[src/rtl/sensor_hub_decoder_pkg.sv]
// rtl/sensor_hub_decoder_pkg.sv - shared codes, frame offsets and state type for the sensor hub
// Purpose: request/status codes, byte offsets inside the 40-bit sensor frame,
//          and the decoder state enum. No ports.
package sensor_hub_pkg;

   localparam logic [7:0] REQ_STATUS      = 8'h00;
   localparam logic [7:0] REQ_TEMP_INT    = 8'h01;
   localparam logic [7:0] REQ_TEMP_FLOAT  = 8'h02;
   localparam logic [7:0] REQ_HUM_INT     = 8'h03;
   localparam logic [7:0] REQ_HUM_FLOAT   = 8'h04;
   localparam logic [7:0] REQ_STREAM_TEMP = 8'h05;
   localparam logic [7:0] REQ_STREAM_HUM  = 8'h06;
   localparam logic [7:0] REQ_STOP_A      = 8'h07;
   localparam logic [7:0] REQ_STOP_B      = 8'h08;

   localparam logic [7:0] STATUS_ERROR    = 8'h10;
   localparam logic [7:0] STATUS_OK       = 8'h11;
   localparam logic [7:0] STATUS_TIMEOUT  = 8'h12;
   localparam logic [7:0] STATUS_BAD_DEV  = 8'h13;

   localparam int HUM_INT_LSB    = 32;
   localparam int HUM_FLOAT_LSB  = 24;
   localparam int TEMP_INT_LSB   = 16;
   localparam int TEMP_FLOAT_LSB = 8;
   localparam int CHECKSUM_LSB   = 0;

   typedef enum logic [2:0] {
      IDLE,
      ACQUIRE,
      RESPOND,
      STREAM_INT,
      STREAM_FLOAT,
      STREAM_WAIT,
      FINISH
   } state_t;

endpackage

[src/rtl/sensor_hub_decoder_if.sv]
// rtl/sensor_hub_decoder_if.sv - command-side interface between client and sensor hub decoder
// Purpose: groups the command request and response signals.
// Ports (modports):
//   master - client: drives enable/device_selector/request, reads the response
//   slave  - decoder: reads the command, drives requested_data/data_valid/finished/fault/busy
interface sensor_hub_decoder_if #(
   parameter int SEL_W = 2
);
   logic             enable;
   logic [SEL_W-1:0] device_selector;
   logic [7:0]       request;
   logic [7:0]       requested_data;
   logic             data_valid;
   logic             finished;
   logic             fault;
   logic             busy;

   modport master (
      output enable, device_selector, request,
      input  requested_data, data_valid, finished, fault, busy
   );

   modport slave (
      input  enable, device_selector, request,
      output requested_data, data_valid, finished, fault, busy
   );
endinterface

[src/rtl/sensor_hub_decoder_checksum.sv]
// rtl/sensor_hub_decoder_checksum.sv - combinational checksum check of one 40-bit sensor frame
// Purpose: ok_o is high when the low byte equals the mod-256 sum of the four data bytes.
// Ports:
//   frame_i  in  40  frame {hum_int, hum_float, temp_int, temp_float, checksum}
//   ok_o     out  1  checksum matches
module frame_checksum_check
   import sensor_hub_pkg::*;
(
   input  logic [39:0] frame_i,
   output logic        ok_o
);
   logic [7:0] sum;

   // 8-bit sum wraps naturally, giving the mod-256 result
   assign sum  = frame_i[HUM_INT_LSB +: 8] + frame_i[HUM_FLOAT_LSB +: 8]
               + frame_i[TEMP_INT_LSB +: 8] + frame_i[TEMP_FLOAT_LSB +: 8];
   assign ok_o = (sum == frame_i[CHECKSUM_LSB +: 8]);
endmodule

[src/rtl/sensor_hub_decoder.sv]
// rtl/sensor_hub_decoder.sv - multi-channel sensor arbiter serving byte requests and paced streams
// Purpose: acquires a frame from the selected sensor controller, validates it and
//          answers one byte per request, or streams int/float beats periodically.
// Ports:
//   clock, reset     system clock, synchronous active-high reset
//   cmd (slave)      command interface: enable/device_selector/request in,
//                    requested_data/data_valid/finished/fault/busy out
//   sensor_data_bus  in  40*NUM_SENSORS  per-channel frames
//   sensor_done      in  NUM_SENSORS     per-channel frame complete
//   sensor_error     in  NUM_SENSORS     per-channel protocol error
//   sensor_enable    out NUM_SENSORS     one-hot enable to the selected controller
module sensor_hub_decoder
   import sensor_hub_pkg::*;
#(
   parameter int NUM_SENSORS    = 4,
   parameter int SEL_W          = (NUM_SENSORS > 1) ? $clog2(NUM_SENSORS) : 1,
   parameter int TIMEOUT_CYCLES = 50_000_000,
   parameter int REFRESH_CYCLES = 100_000_000,
   parameter int CNT_W          = 27
) (
   input  logic                       clock,
   input  logic                       reset,
   sensor_hub_decoder_if.slave        cmd,
   input  logic [40*NUM_SENSORS-1:0]  sensor_data_bus,
   input  logic [NUM_SENSORS-1:0]     sensor_done,
   input  logic [NUM_SENSORS-1:0]     sensor_error,
   output logic [NUM_SENSORS-1:0]     sensor_enable
);
   localparam logic [SEL_W:0]   NUM_EXT  = (SEL_W+1)'(NUM_SENSORS);
   localparam logic [CNT_W-1:0] TMO_LAST = CNT_W'(TIMEOUT_CYCLES - 1);
   localparam logic [CNT_W-1:0] REF_LAST = CNT_W'(REFRESH_CYCLES - 1);

   state_t           state_q, state_d;
   logic [SEL_W-1:0] sel_q, sel_d;
   logic [7:0]       req_q, req_d;
   logic [39:0]      frame_q, frame_d;
   logic             err_q, err_d;
   logic             tmo_q, tmo_d;
   logic             bad_q, bad_d;
   logic [CNT_W-1:0] cnt_q, cnt_d;
   logic [7:0]       data_q, data_d;
   logic             dv_q, dv_d;
   logic             fin_q, fin_d;
   logic             fault_q, fault_d;

   logic [39:0] live_frame;
   logic        chk_ok;
   logic        fail;
   logic        stream_mode;
   logic        stop_live;
   logic [7:0]  status_code;
   logic [7:0]  stream_int;
   logic [7:0]  stream_float;

   assign live_frame   = sensor_data_bus[40*int'(sel_q) +: 40];
   assign stream_mode  = (req_q == REQ_STREAM_TEMP) || (req_q == REQ_STREAM_HUM);
   assign stop_live    = (cmd.request == REQ_STOP_A) || (cmd.request == REQ_STOP_B);
   assign fail         = bad_q || tmo_q || err_q || !chk_ok;
   assign status_code  = bad_q ? STATUS_BAD_DEV : (tmo_q ? STATUS_TIMEOUT : STATUS_ERROR);
   assign stream_int   = (req_q == REQ_STREAM_TEMP) ? frame_q[TEMP_INT_LSB +: 8]
                                                    : frame_q[HUM_INT_LSB +: 8];
   assign stream_float = (req_q == REQ_STREAM_TEMP) ? frame_q[TEMP_FLOAT_LSB +: 8]
                                                    : frame_q[HUM_FLOAT_LSB +: 8];

   // Checked on the latched frame so the verdict is ready in RESPOND
   frame_checksum_check u_chk (
      .frame_i (frame_q),
      .ok_o    (chk_ok)
   );

   // The controller stays enabled through RESPOND; a bad device never gets one
   assign sensor_enable = ((state_q == ACQUIRE || state_q == RESPOND) && !bad_q)
                          ? (NUM_SENSORS'(1) << sel_q) : '0;

   assign cmd.requested_data = data_q;
   assign cmd.data_valid     = dv_q;
   assign cmd.finished       = fin_q;
   assign cmd.fault          = fault_q;
   assign cmd.busy           = (state_q != IDLE);

   always_comb begin
      state_d = state_q;
      sel_d   = sel_q;
      req_d   = req_q;
      frame_d = frame_q;
      err_d   = err_q;
      tmo_d   = tmo_q;
      bad_d   = bad_q;
      data_d  = data_q;
      dv_d    = 1'b0;
      fin_d   = 1'b0;
      fault_d = 1'b0;

      case (state_q)
         IDLE: begin
            if (cmd.enable) begin
               sel_d = cmd.device_selector;
               req_d = cmd.request;
               err_d = 1'b0;
               tmo_d = 1'b0;
               if ({1'b0, cmd.device_selector} >= NUM_EXT) begin
                  bad_d   = 1'b1;
                  state_d = RESPOND;
               end else begin
                  bad_d   = 1'b0;
                  state_d = ACQUIRE;
               end
            end
         end
         ACQUIRE: begin
            // stop beats a same-cycle done; done beats a same-cycle timeout
            if (stream_mode && stop_live) begin
               fin_d   = 1'b1;
               state_d = FINISH;
            end else if (sensor_done[sel_q]) begin
               frame_d = live_frame;
               err_d   = sensor_error[sel_q];
               tmo_d   = 1'b0;
               state_d = RESPOND;
            end else if (cnt_q == TMO_LAST) begin
               tmo_d   = 1'b1;
               state_d = RESPOND;
            end
         end
         RESPOND: begin
            if (fail) begin
               data_d  = status_code;
               dv_d    = 1'b1;
               fin_d   = 1'b1;
               fault_d = 1'b1;
               state_d = FINISH;
            end else begin
               dv_d    = 1'b1;
               fin_d   = 1'b1;
               state_d = FINISH;
               case (req_q)
                  REQ_STATUS:     data_d = STATUS_OK;
                  REQ_TEMP_INT:   data_d = frame_q[TEMP_INT_LSB +: 8];
                  REQ_TEMP_FLOAT: data_d = frame_q[TEMP_FLOAT_LSB +: 8];
                  REQ_HUM_INT:    data_d = frame_q[HUM_INT_LSB +: 8];
                  REQ_HUM_FLOAT:  data_d = frame_q[HUM_FLOAT_LSB +: 8];
                  REQ_STREAM_TEMP, REQ_STREAM_HUM: begin
                     data_d  = stream_int;
                     fin_d   = 1'b0;
                     state_d = STREAM_INT;
                  end
                  default:        data_d = 8'h00;
               endcase
            end
         end
         STREAM_INT: begin
            data_d  = stream_float;
            dv_d    = 1'b1;
            state_d = STREAM_FLOAT;
         end
         STREAM_FLOAT: state_d = STREAM_WAIT;
         STREAM_WAIT: begin
            if (stop_live) begin
               fin_d   = 1'b1;
               state_d = FINISH;
            end else if (cnt_q == REF_LAST) begin
               state_d = ACQUIRE;
            end
         end
         FINISH:  state_d = IDLE;
         default: state_d = IDLE;
      endcase

      // counters restart on every state entry
      if (state_d == state_q && (state_q == ACQUIRE || state_q == STREAM_WAIT)) begin
         cnt_d = cnt_q + 1'b1;
      end else begin
         cnt_d = '0;
      end
   end

   always_ff @(posedge clock) begin
      if (reset) begin
         state_q <= IDLE;
         sel_q   <= '0;
         req_q   <= '0;
         frame_q <= '0;
         err_q   <= 1'b0;
         tmo_q   <= 1'b0;
         bad_q   <= 1'b0;
         cnt_q   <= '0;
         data_q  <= '0;
         dv_q    <= 1'b0;
         fin_q   <= 1'b0;
         fault_q <= 1'b0;
      end else begin
         state_q <= state_d;
         sel_q   <= sel_d;
         req_q   <= req_d;
         frame_q <= frame_d;
         err_q   <= err_d;
         tmo_q   <= tmo_d;
         bad_q   <= bad_d;
         cnt_q   <= cnt_d;
         data_q  <= data_d;
         dv_q    <= dv_d;
         fin_q   <= fin_d;
         fault_q <= fault_d;
      end
   end
endmodule

[src/flat_wrapper.sv]
// flat-port wrapper written by rule: the top's interface ports become plain ports
module sensor_hub_decoder_flat import sensor_hub_pkg::*;
#(
   parameter int NUM_SENSORS    = 4,
   parameter int SEL_W          = (NUM_SENSORS > 1) ? $clog2(NUM_SENSORS) : 1,
   parameter int TIMEOUT_CYCLES = 50_000_000,
   parameter int REFRESH_CYCLES = 100_000_000,
   parameter int CNT_W          = 27
)
  (clock, reset, sensor_data_bus, sensor_done, sensor_error, sensor_enable, cmd_enable, cmd_device_selector, cmd_request, cmd_requested_data, cmd_data_valid, cmd_finished, cmd_fault, cmd_busy);
  sensor_hub_decoder_if #(.SEL_W(SEL_W)) cmd_i ();
  input  logic clock;
  input  logic reset;
  input  logic [40*NUM_SENSORS-1:0] sensor_data_bus;
  input  logic [NUM_SENSORS-1:0] sensor_done;
  input  logic [NUM_SENSORS-1:0] sensor_error;
  output logic [NUM_SENSORS-1:0] sensor_enable;
  input wire logic [$bits(cmd_i.enable)-1:0] cmd_enable;
  input wire logic [$bits(cmd_i.device_selector)-1:0] cmd_device_selector;
  input wire logic [$bits(cmd_i.request)-1:0] cmd_request;
  output wire logic [$bits(cmd_i.requested_data)-1:0] cmd_requested_data;
  output wire logic [$bits(cmd_i.data_valid)-1:0] cmd_data_valid;
  output wire logic [$bits(cmd_i.finished)-1:0] cmd_finished;
  output wire logic [$bits(cmd_i.fault)-1:0] cmd_fault;
  output wire logic [$bits(cmd_i.busy)-1:0] cmd_busy;
  assign cmd_i.enable = cmd_enable;
  assign cmd_i.device_selector = cmd_device_selector;
  assign cmd_i.request = cmd_request;
  assign cmd_requested_data = cmd_i.requested_data;
  assign cmd_data_valid = cmd_i.data_valid;
  assign cmd_finished = cmd_i.finished;
  assign cmd_fault = cmd_i.fault;
  assign cmd_busy = cmd_i.busy;
  sensor_hub_decoder #(.NUM_SENSORS(NUM_SENSORS), .SEL_W(SEL_W), .TIMEOUT_CYCLES(TIMEOUT_CYCLES), .REFRESH_CYCLES(REFRESH_CYCLES), .CNT_W(CNT_W)) u_core (.clock(clock), .reset(reset), .cmd(cmd_i), .sensor_data_bus(sensor_data_bus), .sensor_done(sensor_done), .sensor_error(sensor_error), .sensor_enable(sensor_enable));
endmodule
[config.mk]
export PLATFORM = sky130hd
export DESIGN_NAME = sensor_hub_decoder_flat
export DESIGN_NICKNAME = d
export VERILOG_FILES = /design/src/rtl/sensor_hub_decoder_pkg.sv /design/src/rtl/sensor_hub_decoder_if.sv /design/src/rtl/sensor_hub_decoder_checksum.sv /design/src/rtl/sensor_hub_decoder.sv /design/src/flat_wrapper.sv
export SDC_FILE = /design/constraint.sdc
export NUM_CORES = 1
export LEC_CHECK = 0
export ABC_AREA = 1
export BUFFER_PORTS_ARGS = -buffer_cell sky130_fd_sc_hd__buf_4
export CAP_MARGIN = 20
export CORE_ASPECT_RATIO = 2
export CORE_MARGIN = 5
export CORE_UTILIZATION = 36
export DETAILED_ROUTE_END_ITERATION = 8
export GPL_TIMING_DRIVEN = 0
export PLACE_DENSITY_LB_ADDON = 0.08
export SLEW_MARGIN = 10
export SYNTH_ARGS = -nofsm -noshare
export SYNTH_HDL_FRONTEND = slang
export SYNTH_SLANG_ARGS = --single-unit
[constraint.sdc]
create_clock -name clock -period 4.85 [get_ports clock]
set_input_delay 0.2425 -clock clock [delete_from_list [all_inputs] [get_ports clock]]
set_output_delay 0.2425 -clock clock [all_outputs]
set_load 0.005 [all_outputs]
==> results of run 1 <==
[per-layer routing]
metal | vias to the layer above | global-route usage (%)
met4 | 0 | 10.8
met2 | 180 | 44.3
met3 | 61 | 3.10
met1 | 2861 | 20.1
li1 | 3221 | -
met5 | - | 0
[per-stage QoR]
| step | hold WS, ps | power [uW] | std cells |
|---|---|---|---|
| floorplan | 424 | 1580 | 814 |
| global placement | 433 | 1950 | 1216 |
| detailed placement | 436 | 1950 | 1216 |
| CTS | 189 | 2680 | 1231 |
| global route | 202 | 2840 | 1231 |
| finish | 195 | 2650 | 1231 |
[logic make-up after synthesis]
| family | Yosys count |
|---|---|
| AO/OA/AOI/OAI | 247 |
| buffers and inverters | 138 |
| AND/OR/NAND/NOR | 287 |
| XOR/XNOR | 27 |
| adder cells (fa/ha/maj) | 22 |
| flip-flops | 93 |
[layout make-up]
type	count	area, um2
buffer	40	184
clock buffer	9	225
clock inverter	6	70.1
fill	1761	8610
inverter	98	368
multi-input combinational	583	3640
sequential	93	1860
tap	207	259
timing repair buffer	195	1460
[cell usage after synthesis (all sizes together), types with 10 or more instances]
| cell type | instances | area [um2] |
|---|---|---|
| a21oi | 81 | 413 |
| a221oi | 40 | 350 |
| a22o | 41 | 359 |
| clkbuf | 37 | 139 |
| dfxtp | 93 | 1860 |
| fa | 14 | 280 |
| inv | 97 | 364 |
| nand2 | 135 | 522 |
| nand3 | 35 | 190 |
| nand4 | 11 | 68.8 |
| nor2 | 85 | 489 |
| nor3 | 10 | 77.6 |
| o21ai | 71 | 355 |
| xor2 | 18 | 158 |
[sequential cells by signal, indices dropped and copies added, names as in the netlist]
signal and cells:
u_core.req_q 8, u_core.cmd.data_valid 1, u_core.frame_q 40, u_core.cmd.finished 1
u_core.tmo_q 1, u_core.cmd.requested_data 8, u_core.err_q 1, u_core.cnt_q 27
u_core.cmd.fault 1, u_core.state_q 3, u_core.sel_q 2
[power by group through the flow]
stage | Sequential, uW | Combinational [uW] | Clock, uW
after floorplan | 911 | 672 | 0
after detailed placement | 956 | 999 | 0
after CTS | 939 | 1000 | 735
after global routing | 946 | 1130 | 770
final | 940 | 993 | 718
after global placement | 957 | 992 | 0
[how the worst min path moves through the flow]
stage                                  from                              end  slack, ps
3_5_place_dp      u_core.err_q$_SDFFE_PP0P_        u_core.err_q$_SDFFE_PP0P_        440
5_1_grt                      cmd_request[5]     u_core.req_q[5]$_SDFFE_PP0P_        200
4_1_cts                sensor_data_bus[135]  u_core.frame_q[15]$_SDFFE_PP0P_        190
3_3_place_gp   u_core.req_q[5]$_SDFFE_PP0P_     u_core.req_q[5]$_SDFFE_PP0P_        430
6_report               sensor_data_bus[125]   u_core.frame_q[5]$_SDFFE_PP0P_        200
2_1_floorplan     u_core.err_q$_SDFFE_PP0P_        u_core.err_q$_SDFFE_PP0P_        420
[worst max-delay path: stages, from the launching register on]
cell     delay [ps]
dfxtp_1         380
fa_1            540
inv_1            50
fa_1            500
inv_1            40
ha_1            230
fa_1            520
nand2_1          60
inv_1            40
nor2_1           30
nor2_1           70
nand2_1          60
nor2_1          120
nand3_2         100
nor3_4          180
nand3_1         120
nand2_2         100
nand3_2          80
nand2_4         160
buf_12          190
nor2_4           40
==> impl_metrics.csv, run 1 <==
group,metric,value,unit
logic_synthesis,yosys_warnings,0,
logic_synthesis,postSynthCellCount,814,
clocking,post_cts_resized,0,
timing,setup_ws,1100,ps
pwr,ir_drop,0.214,mV
detailed_routing,dr_total_vias,6323,
clocking,max-clock-path-buffers,2,
die,die_x,102,um
setup_path,r2r_cells,20,
logic_synthesis,synth_cell_type_count,41,
logic_synthesis,synth.yosys.seq_area_share,30.8,%
place,gp_congestion,1.01,
logic_synthesis,synth.cell_area,6050,um2
die,initial_core_util,36.3,%
timing,hold_violations,0,
finish,mostFrequentLayoutCells,"buf_4, nand2_1, dfxtp_1, inv_1, a21oi_1",
pwr,combinationalPowerShare,37.5,%
setup_path,required,5080,ps
detailed_routing,drt_iter0_drc,185,
die,io_pins,197,
pwr,cellPowerDensity,328,nW/um2
detailed_routing,drt-met1-wl,6880,um
pwr,power_switching,979,uW
clocking,cts_buffers,9,
finish,area_growth,33.4,%
clocking,cts.sinks,93,
global_route,grt_pass1_vias,6706,
timing,setup_viol,0,
setup_path,r2r_slack,1100,ps
logic_synthesis,ys_seq_elements,93,
pwr,pwr-share-clk,27.1,%
clocking,h-tree-depth,3,
global_route,antenna_found_initial,0,
pwr,switching_share,36.9,%
logic_synthesis,synthXorXnorAreaFrac,3.91,%
timing,max_freq,267,MHz
setup_path,startpoint,"u_core.frame_q[9]$_SDFFE_PP0P_",
finish,antennaDiodeCount,0,
logic_synthesis,synth-compound-area-share,26.3,%
timing,clock-skew-final,11.4,ps
global_route,grt-ovfl-total,0,
timing,fin_crit_sh,77.3,%
clocking,path_clk_slew,70,ps
place,dp_hpwl,18100,um
global_route,grt_first_pass_wirelength,33600,um
setup_path,endpoint,"u_core.cnt_q[9]$_SDFF_PP0_",
logic_synthesis,synth_edf_count,0,
hold_path,holdPathStages,3,
setup_path,r2r_end,"u_core.cnt_q[9]$_SDFF_PP0_",
setup_path,critPathMaxFanout,10,
clocking,worstSkewPairLatency,340,ps
timing,worstMarginPinSlew,781,ps
pwr,seqPwrFrac,35.5,%
outcome,status,"completed",
detailed_routing,wl_met2,12700,um
detailed_routing,route.detailed.wl_per_inst,17.4,um
die,row_count,67,
timing,tns,0,ps
finish,layout.nets,1223,
logic_synthesis,synth_fa_ha_area_share,6.29,%
clocking,ctsHoldBuffers,0,
finish,fin_area,8070,um2
detailed_routing,drcViolationCount,0,
finish,final_common_cell,"buf_4",
finish,fin_util,48.4,%
finish,drive_gt1_share,25.8,%
die,coreArea,16700,um2
logic_synthesis,synth_mux_area_share,0,%
logic_synthesis,synthFlopType,"dfxtp_1",
clocking,postCtsSetupRepairBufs,0,
die,die_height,193,um
clocking,clock-root-buffer,"clkbuf_16",
die,dieArea,19700,um2
detailed_routing,dr.pass1.iters,4,
setup_path,path_class,"register to register",
setup_path,endpoint_kind,"register",
logic_synthesis,syn-mean-instance-area,7.43,um2
detailed_routing,via_per_inst,5.14,
flow_run,max_cap_viol_count,0,
place,place_ws,1070,ps
pwr,p_leak,0.00341,uW
place,io_buffers,195,
clocking,tritoncts,"built",
setup_path,regToRegStartpoint,"u_core.frame_q[9]$_SDFFE_PP0P_",
timing,fin_crit,3750,ps
pwr,internal_power,1670,uW
timing,slew_viol_final,0,
detailed_routing,postRouteAntennaNets,0,
detailed_routing,top_layer_used,"met4",
logic_synthesis,syn_nets,1017,
timing,rsz0062_at_grt,"false",
detailed_routing,drt-total-wl,21400,um
hold_path,hp-class,"primary input to register",
setup_path,arrival,3970,ps
place,dpl-instance-area,7770,um2
global_route,grt_max_degree,17,
detailed_routing,route.met3.wl,713,um
logic_synthesis,yosys.area_share.simple,23.6,%
setup_path,cp-start-kind,"register",
global_route,grt_usage,22.0,%
logic_synthesis,async_flop_share,0,%
logic_synthesis,synth_top_family_by_area,"compound AO/OA/AOI/OAI gates",
timing,maxSlewHeadroom,47.7,%
Power figures use the tool's default switching activity.
==> run 2, diff against run 1 <==
--- a/config.mk
+++ b/config.mk
@@ -5,7 +5,7 @@
 export SDC_FILE = /design/constraint.sdc
 export NUM_CORES = 1
 export LEC_CHECK = 0
-export ABC_AREA = 1
+export ABC_AREA = 0
 export BUFFER_PORTS_ARGS = -buffer_cell sky130_fd_sc_hd__buf_4
 export CAP_MARGIN = 20
 export CORE_ASPECT_RATIO = 2
==> constraint.sdc (replaced) <==
create_clock -name clock -period 3.65 [get_ports clock]
set_input_delay 0.1825 -clock clock [delete_from_list [all_inputs] [get_ports clock]]
set_output_delay 0.1825 -clock clock [all_outputs]
set_load 0.005 [all_outputs]
==> impl_metrics.csv, run 2 <==
group,metric,value,unit
outcome,status,"completed",
place,gp_congestion,0.927,
die,io_pins,197,
timing,setup_ws,122,ps
clocking,max-clock-path-buffers,2,
place,io_buffers,195,
setup_path,endpoint_kind,"register",
finish,layout.nets,1093,
detailed_routing,via_per_inst,5.30,
finish,final_common_cell,"buf_4",
die,dieArea,19800,um2
clocking,cts.sinks,93,
detailed_routing,drt-total-wl,20400,um
logic_synthesis,yosys_warnings,0,
global_route,grt_usage,21.2,%
logic_synthesis,netlist_top_cells_area,"dfxtp_1, mux4_2, nand2_1",
die,die_x,102,um
global_route,busiest_layer,"met2",
clocking,tritoncts,"built",
timing,setup_viol,0,
detailed_routing,drt_iter0_drc,241,
detailed_routing,route.detailed.wl_per_inst,18.5,um
setup_path,required,3920,ps
pwr,ir_drop,0.202,mV
die,die_height,194,um
logic_synthesis,yosysMostFrequentCell,"nand2_1",
logic_synthesis,synth.yosys.seq_area_share,30.6,%
logic_synthesis,synth_top_area_share,30.6,%
finish,fin_util,49.3,%
global_route,grt_first_pass_wirelength,32300,um
logic_synthesis,postSynthCellCount,682,
finish,top_register,"u_core.frame_q",
die,row_count,67,
global_route,grt-ovfl-total,0,
clocking,ctsHoldBuffers,0,
global_route,use_met3,3.42,%
timing,worstMarginPinSlew,842,ps
timing,hold_violations,0,
finish,largest_register_ffs,40,
global_route,antenna_found_initial,0,
pwr,p_leak,0.00312,uW
timing,fin_crit_sh,96.7,%
die,coreArea,16700,um2
detailed_routing,dr.pass1.iters,4,
logic_synthesis,synthFlopType,"dfxtp_1",
hold_path,hp-class,"primary input to register",
detailed_routing,dr_total_vias,5844,
logic_synthesis,synth_cell_type_count,57,
timing,tns,0,ps
finish,area_growth,35.1,%
timing,slew_viol_final,0,
timing,fin_crit,3530,ps
logic_synthesis,synth_top_area_cell,"dfxtp_1",
finish,instances_no_fill,1102,
global_route,grtUsageMet1,18.6,%
place,dp_hpwl,17500,um
flow_run,max_cap_viol_count,0,
finish,mostFrequentLayoutCells,"buf_4, nand2_1, dfxtp_1, a21oi_1, nor2_1",
timing,maxSlewHeadroom,43.9,%
timing,max_freq,283,MHz
pwr,total_power,3310,uW
finish,antennaDiodeCount,0,
logic_synthesis,syn-mean-instance-area,8.92,um2
setup_path,critPathMaxFanout,5,
finish,biggestRegsByFlops,"u_core.frame_q (40), u_core.cnt_q (27)",
logic_synthesis,ys_seq_elements,93,
clocking,cts_buffers,9,
logic_synthesis,synth_edf_count,0,
place,place_ws,-485,ps
setup_path,r2r_slack,120,ps
global_route,met2_usage,43.2,%
logic_synthesis,async_flop_share,0,%
place,placedCellCount,1084,
logic_synthesis,synth.cell_area,6080,um2
detailed_routing,drcViolationCount,0,
logic_synthesis,synth_commonest_cells,"nand2_1, dfxtp_1, a21oi_1, nor2_1, mux4_2",
clocking,worstSkewPairLatency,350,ps
detailed_routing,postRouteAntennaNets,0,
setup_path,path_class,"register to register",
global_route,grt_max_degree,18,
logic_synthesis,syn_nets,885,
finish,drive_gt1_share,32.2,%
pwr,cellPowerDensity,403,nW/um2
clocking,h-tree-depth,3,
global_route,grt_pass1_vias,6522,
die,initial_core_util,36.5,%
clocking,clock-root-buffer,"clkbuf_16",
clocking,path_clk_slew,70,ps
timing,clock-skew-final,11.5,ps
setup_path,cp-start-kind,"register",
setup_path,arrival,3790,ps
run 2: repair_timing:
action                     4_1_cts  5_1_grt
buffers inserted                 2        1
gates resized for setup         10       13
pin swaps                        4        6
setup endpoints to repair       12       12
run 2: through the flow:
stage / hold slack, ps / cell area [um2]
3_5_place_dp: 444 / 7800
5_1_grt: 74.0 / 8220
3_3_place_gp: 446 / 7800
6_report: 82.3 / 8220
4_1_cts: 71.3 / 8130
2_1_floorplan: 318 / 6080
run 2: logic make-up after synthesis:
group / after synthesis / share of synthesized area (%)
DFF: 93 / 30.6
and+or+nand+nor: 261 / 19.6
adders and majority gates: 22 / 6.25
xor gates and xnor gates: 43 / 6.64
AOI/OAI and AO/OA: 136 / 13.5
buffers and inverters: 66 / 4.85
muxes: 61 / 18.5
run 2: layout make-up:
cell class / instances / area, um2
Fill cell: 1654 / 8470
Multi-Input combinational cell: 523 / 4030
Clock inverter: 6 / 56.3
Buffer: 42 / 205
Inverter: 23 / 86.3
Timing Repair Buffer: 198 / 1490
Sequential cell: 93 / 1870
Tap cell: 207 / 259
Clock buffer: 10 / 229
run 2: report_power, final:
group | switching [uW] | leakage, uW | internal [uW]
combinational | 635 | 0.00223 | 600
clock | 432 | 0.000137 | 477
sequential | 86.5 | 0.000754 | 1080
total | 1150 | 0.00312 | 2160
run 2: final timing paths:
kind	startpoint	endpoint	cells past startpoint
min	cmd_device_selector[1]	u_core.sel_q[1]$_SDFFE_PP0P_	3
min reg2reg	u_core.frame_q[22]$_SDFFE_PP0P_	u_core.frame_q[22]$_SDFFE_PP0P_	2
max	u_core.frame_q[9]$_SDFFE_PP0P_	u_core.cmd.requested_data[0]$_SDFFE_PP0P_	12
max reg2reg	u_core.frame_q[9]$_SDFFE_PP0P_	u_core.cmd.requested_data[0]$_SDFFE_PP0P_	12
run 2: per-layer routing:
layer  vias up  wire [um]
li1       2837          -
met1      2756       6270
met2       205      12300
met3        46        875
met4         0        942
met5         -          0
run 2: worst max-delay path: stages, from the launching register on:
cell	delay (ps)
dfxtp_4	360
fa_1	530
inv_1	60
fa_1	500
inv_1	40
ha_2	200
fa_2	540
xnor2_1	110
nand4_1	140
nor4b_4	280
o21ai_2	160
or4_4	430
o22ai_2	110
